--- config.mk ---
export PLATFORM = sky130hd
export DESIGN_NAME = fifo_wr_arbiter
export DESIGN_NICKNAME = d
export VERILOG_FILES = /design/src/rtl/fifo_wr_arbiter_pkg.sv /design/src/rtl/fifo_wr_arbiter_rr_pick.sv /design/src/rtl/fifo_wr_arbiter.sv
export SDC_FILE = /design/constraint.sdc
export NUM_CORES = 1
export LEC_CHECK = 0
export CELL_PAD_IN_SITES_DETAIL_PLACEMENT = 0
export CELL_PAD_IN_SITES_GLOBAL_PLACEMENT = 1
export CORE_MARGIN = 4
export CORE_UTILIZATION = 26
export DETAILED_ROUTE_END_ITERATION = 8
export PLACE_DENSITY = 0.77
export SYNTH_ARGS = -nofsm -noshare
export SYNTH_HDL_FRONTEND = slang
export SYNTH_SLANG_ARGS = --single-unit
--- constraint.sdc ---
create_clock -name clk -period 1.9 [get_ports clk]
set_clock_uncertainty 0.05 [all_clocks]
set_input_delay 0.38 -clock clk [delete_from_list [all_inputs] [get_ports clk]]
set_output_delay 0.38 -clock clk [all_outputs]
set_load 0.01 [all_outputs]
--- src/rtl/fifo_wr_arbiter_pkg.sv ---
// Shared types and elaboration helpers for the FIFO write-port arbiter.
package fifo_wr_arbiter_pkg;

   typedef enum logic {
      ST_IDLE = 1'b0,
      ST_BUSY = 1'b1
   } state_t;

   function automatic int clog2(input int value);
      int r;
      r = 0;
      while ((1 << r) < value) r = r + 1;
      return r;
   endfunction

   // Index width for NUM_REQ producers, never narrower than one bit.
   function automatic int id_width(input int n);
      return (clog2(n) > 1) ? clog2(n) : 1;
   endfunction

endpackage

--- src/rtl/fifo_wr_arbiter_rr_pick.sv ---
// Combinational rotating-priority picker: first set req bit at or after ptr, wrapping at NUM_REQ.
// Zero latency; no flow control of its own.
module rr_pick
   import fifo_wr_arbiter_pkg::*;
#(
   parameter int NUM_REQ = 4
) (
   input  logic [NUM_REQ-1:0]           req,
   input  logic [id_width(NUM_REQ)-1:0] ptr,
   output logic                         vld,
   output logic [id_width(NUM_REQ)-1:0] idx
);
   localparam int ID_W = id_width(NUM_REQ);
   localparam int CW   = ID_W + 1;

   // One extra bit so ptr+i can exceed NUM_REQ before the explicit wrap.
   logic [CW-1:0] cand;

   always_comb begin
      vld  = 1'b0;
      idx  = '0;
      cand = '0;
      for (int i = 0; i < NUM_REQ; i++) begin
         cand = {1'b0, ptr} + CW'(i);
         if (cand >= CW'(NUM_REQ)) cand = cand - CW'(NUM_REQ);
         if (!vld && req[cand[ID_W-1:0]]) begin
            vld = 1'b1;
            idx = cand[ID_W-1:0];
         end
      end
   end

endmodule

--- src/rtl/fifo_wr_arbiter.sv ---
// Round-robin share of one FIFO write port among NUM_REQ producers, up to MAX_BURST beats per grant.
// One cycle grant latency from idle, none between grants; fifo_wr_ready low holds the grant indefinitely.
module fifo_wr_arbiter
   import fifo_wr_arbiter_pkg::*;
#(
   parameter int NUM_REQ    = 4,
   parameter int DATA_WIDTH = 4,
   parameter int MAX_BURST  = 4
) (
   input  logic                           clk,
   input  logic                           reset,
   input  logic [NUM_REQ-1:0]             req_vld,
   input  logic [NUM_REQ*DATA_WIDTH-1:0]  req_data,
   output logic [NUM_REQ-1:0]             req_ack,
   output logic                           fifo_wr_en,
   output logic [DATA_WIDTH-1:0]          fifo_wr_data,
   input  logic                           fifo_wr_ready,
   output logic                           grant_vld,
   output logic [id_width(NUM_REQ)-1:0]   grant_id
);
   localparam int ID_W  = id_width(NUM_REQ);
   localparam int CNT_W = clog2(MAX_BURST + 1);

   state_t            state, state_nxt;
   logic [ID_W-1:0]   grant_nxt, rr_ptr, ptr_nxt, g_inc, pick_ptr, pick_idx;
   logic [CNT_W-1:0]  beat_cnt, cnt_nxt;
   logic              sel_vld, beat, rel, pick_vld;
   logic [DATA_WIDTH-1:0] sel_data;

   always_comb begin
      sel_vld  = 1'b0;
      sel_data = '0;
      req_ack  = '0;
      for (int i = 0; i < NUM_REQ; i++) begin
         if (grant_id == ID_W'(i)) begin
            sel_vld  = req_vld[i];
            sel_data = req_data[i*DATA_WIDTH +: DATA_WIDTH];
            req_ack[i] = beat;
         end
      end
   end

   assign grant_vld    = (state == ST_BUSY);
   assign fifo_wr_en   = grant_vld & sel_vld;
   assign fifo_wr_data = grant_vld ? sel_data : '0;
   assign beat         = fifo_wr_en & fifo_wr_ready;
   assign rel          = grant_vld & (~sel_vld | (beat & (beat_cnt == CNT_W'(MAX_BURST - 1))));
   assign g_inc        = (grant_id == ID_W'(NUM_REQ - 1)) ? '0 : grant_id + ID_W'(1);

   // Re-arbitration on release scans from g+1, so the releasing producer comes last.
   assign pick_ptr = grant_vld ? g_inc : rr_ptr;

   rr_pick #(.NUM_REQ(NUM_REQ)) u_pick (
      .req (req_vld),
      .ptr (pick_ptr),
      .vld (pick_vld),
      .idx (pick_idx)
   );

   always_comb begin
      state_nxt = state;
      grant_nxt = grant_id;
      cnt_nxt   = beat_cnt;
      ptr_nxt   = rr_ptr;
      if (state == ST_IDLE) begin
         if (pick_vld) begin
            state_nxt = ST_BUSY;
            grant_nxt = pick_idx;
            cnt_nxt   = '0;
         end
      end else if (rel) begin
         ptr_nxt   = g_inc;
         cnt_nxt   = '0;
         state_nxt = pick_vld ? ST_BUSY : ST_IDLE;
         if (pick_vld) grant_nxt = pick_idx;
      end else if (beat) begin
         cnt_nxt = beat_cnt + CNT_W'(1);
      end
   end

   always_ff @(posedge clk or negedge reset) begin
      if (!reset) begin
         state    <= ST_IDLE;
         grant_id <= '0;
         beat_cnt <= '0;
         rr_ptr   <= '0;
      end else begin
         state    <= state_nxt;
         grant_id <= grant_nxt;
         beat_cnt <= cnt_nxt;
         rr_ptr   <= ptr_nxt;
      end
   end

endmodule

==> flow_metrics.tcl <==
set metrics [dict create \
    drc_errors 0 \
    final_nets 176 \
    sequentialPowerShare_pct 14.2 \
    synth.distinct_cells 32 \
    ir_worst_vdd_uv 754 \
    fmax_mhz 451 \
    cts_buffers 3 \
    area_delta_synth_final_pct 79.3 \
    setup_viol 16 \
    synthCells 93 \
    reg2reg_to "rr_ptr[1]$_DFFE_PN0P_" \
    pwr-share-clk_pct 6.5 \
    synth_common_cells "nand2_1, a21oi_1, and2_1" \
    yosysTopAreaCell "dfrtp_1" \
    status "finished, violations left" \
    yosysMostFrequentCell "nand2_1" \
    cts_tree "built" \
    drtPass1Iterations 4 \
    max_slew.worst_pin.slew_ns 0.357 \
    crit_slowest_cell "dfrtp_2" \
    path_clk_slew_ns 0.05 \
    tns_ns -3.16 \
    drive_gt1_share_pct 40.0 \
    yosysWarnings 0 \
    ant_nets 0 \
    ys_seq_area_share_pct 25.7 \
    crit_end "req_ack[1]" \
    timing.final.crit_share_pct 117 \
    num_antenna_cells 0 \
    r2r_start "grant_id[0]$_DFFE_PN0P_" \
    io_pins 35 \
    synth_top_area_share_pct 25.7 \
    dp_hpwl_um 1890 \
    cp-end-kind "output pin" \
    period_needed_ns 2.22 \
    hold_viol 0 \
    synth_seq_cells 8 \
    whs_ns 0.351 \
    synth_flop_cell "dfrtp_1" \
    placed_area_mm2 0.00126 \
    final_area_mm2 0.00140 \
    p_sw_mw 0.824 \
    syn_area_um2 779 \
    io_buffers 34 \
    vias_per_cell 4.91 \
    fin_util_pct 49.8 \
    fin_ws_ns -0.319 \
    place.gp.congestion 0.749 \
    worstPathArrival_ns 1.79 \
    drt-total-wl_um 2330 \
    async_reset_ff_share_pct 100 \
    r2r_slack_ns -0.18 \
    avgSynthCellArea_um2 8.38 \
    cts_buffer_depth 2 \
    dieArea_mm2 0.00394 \
    internal_power_mw 1.17 \
    rsz0062_at_grt "yes" \
    synth.area.top_cells "dfrtp_1, ha_1, and2_1" \
    grt_pass1_vias 868 \
    criticalPathCategory "reg -> out" \
    cts_sinks 8 \
    sw_frac_of_total_pct 41.2 \
    hold_path_class "in -> async" \
    rr_worst_depth 8 \
    routedWlPerCell_um 13.2 \
    comb_power_share_pct 79.3 \
    crit_start "grant_id[0]$_DFFE_PN0P_" \
    antenna_found_initial 0 \
    core-area_mm2 0.00281 \
    fp-row-count 19 \
    cp_max_fo 4 \
    placed_cells 168 \
    maxSlewHeadroom_pct 76.1 \
    crit_required_ns 1.47 \
    critical_path.top_delay_family "flip-flops" \
    htree_levels 1 \
    slowest_delay_ns 0.44 \
    die_w_um 62.8 \
    powerDensity_mw_per_mm2 1430 \
    grt_usage_pct 12.5 \
    vias 864 \
    cp_cell_sequence "buf_6 -> ha_4 -> nor2b_4 -> a211o_4 -> nor2_4 -> and2_4 -> buf_6" \
    die_y_um 62.8 \
    syn-num-nets 122 \
    drv_slew 0 \
    startpoint_type "flop" \
    cts-root-buf "clkbuf_4" \
    path_buf_inv 2 \
    grt_pass1_wl_um 4020 \
    cts_hold_buf 0 \
    grt_overflow 0 \
    first_iter_violations 56 \
    path_depth 7 \
    failed_checks "negative setup slack" \
    initial_core_util_pct 27.8 \
    grt_start_max_net_pins 11 \
    maxCapViolCount 0 \
    p_leak_nw 0.618 \
    final_cells 176 \
    synth_edf_count 0 \
    path_common_cell "buf_6" \
    clk_latency_ns 0.25 \
]
==> per-stage QoR <==
step	worst slack (ns)	total power, mW
global route	-0.407	2.19
detailed placement	-0.729	1.65
floorplan	-0.142	1.09
finish	-0.319	2.00
CTS	-0.380	2.00
global placement	-0.698	1.62
==> metal layers <==
metal / track usage (%) / vias up / wire, um
li1: - / 432 / -
met1: 15.8 / 396 / 1070
met2: 20.4 / 33 / 1080
met3: 3.42 / 3 / 158
met4: 4.13 / 0 / 21
met5: 0 / - / 0
==> cell families (layout without fill, tap and decap cells) <==
logic type	count (synthesis)	count (layout)	share of synthesized area [%]
and+or+nand+nor	42	42	30.2
AOI/OAI and AO/OA	23	23	20.7
buffers and inverters	9	61	6.90
DFF	8	8	25.7
adders and majority gates	6	6	9.63
muxes	5	5	6.90
==> power groups by stage <==
| stage | sequential, mW | combinational, mW | clock (mW) |
|---|---|---|---|
| final | 0.283 | 1.58 | 0.131 |
| after global routing | 0.295 | 1.75 | 0.144 |
| after CTS | 0.282 | 1.58 | 0.137 |
| after detailed placement | 0.280 | 1.37 | 0 |
| after global placement | 0.275 | 1.35 | 0 |
| after floorplan | 0.287 | 0.805 | 0 |
==> layout by cell type, fill, tap and decap left out, types with 4 or more instances in the layout <==
cell type / count
buf_6: 9
nand2_1: 12
a21oi_1: 6
dfrtp_1: 7
buf_4: 13
and2_4: 4
nand3b_1: 7
nor2_1: 4
clkdlybuf4s50_1: 23
and2_1: 5
o21ai_1: 5
buf_2: 6
==> flip-flops by register name, summed over array words and instances (netlist names) <==
| signal | count |
|---|---|
| grant_vld | 1 |
| grant_id | 2 |
| rr_ptr | 2 |
| beat_cnt | 3 |
==> worst min-delay path by stage <==
stage | startpoint | end | slack [ns]
floorplan | reset | beat_cnt[0]$_DFFE_PN0P_ | 0.03
global placement | rr_ptr[1]$_DFFE_PN0P_ | rr_ptr[1]$_DFFE_PN0P_ | 0.43
detailed placement | rr_ptr[1]$_DFFE_PN0P_ | rr_ptr[1]$_DFFE_PN0P_ | 0.44
CTS | reset | beat_cnt[1]$_DFFE_PN0P_ | 0.35
global route | reset | beat_cnt[0]$_DFFE_PN0P_ | 0.37
finish | reset | beat_cnt[1]$_DFFE_PN0P_ | 0.35
==> timing repair <==
| item | 4_1_cts | 5_1_grt |
|---|---|---|
| resized for setup | 66 | 5 |
| pin swaps | 20 | 7 |
| gates cloned | 0 | 1 |
| setup buffers | 4 | 0 |
| endpoints found under the setup margin | 17 | 17 |
==> cell type report <==
class / instances / area, um^2
fill: 289 / 1410
multi-input combinational: 76 / 636
timing repair buffer: 53 / 480
sequential: 8 / 201
tap: 31 / 38.8
clock buffer: 3 / 22.5
inverter: 5 / 18.8
==> worst reg2reg max path, cell delays in order, from the launching register on <==
cell and delay [ns]:
dfrtp_2 0.44, buf_6 0.13, ha_4 0.16, nor2b_4 0.12, a211o_4 0.32, buf_4 0.15, buf_6 0.13, o21ai_4 0.15
mux2_4 0.32
(Power assumes the default switching activity.)
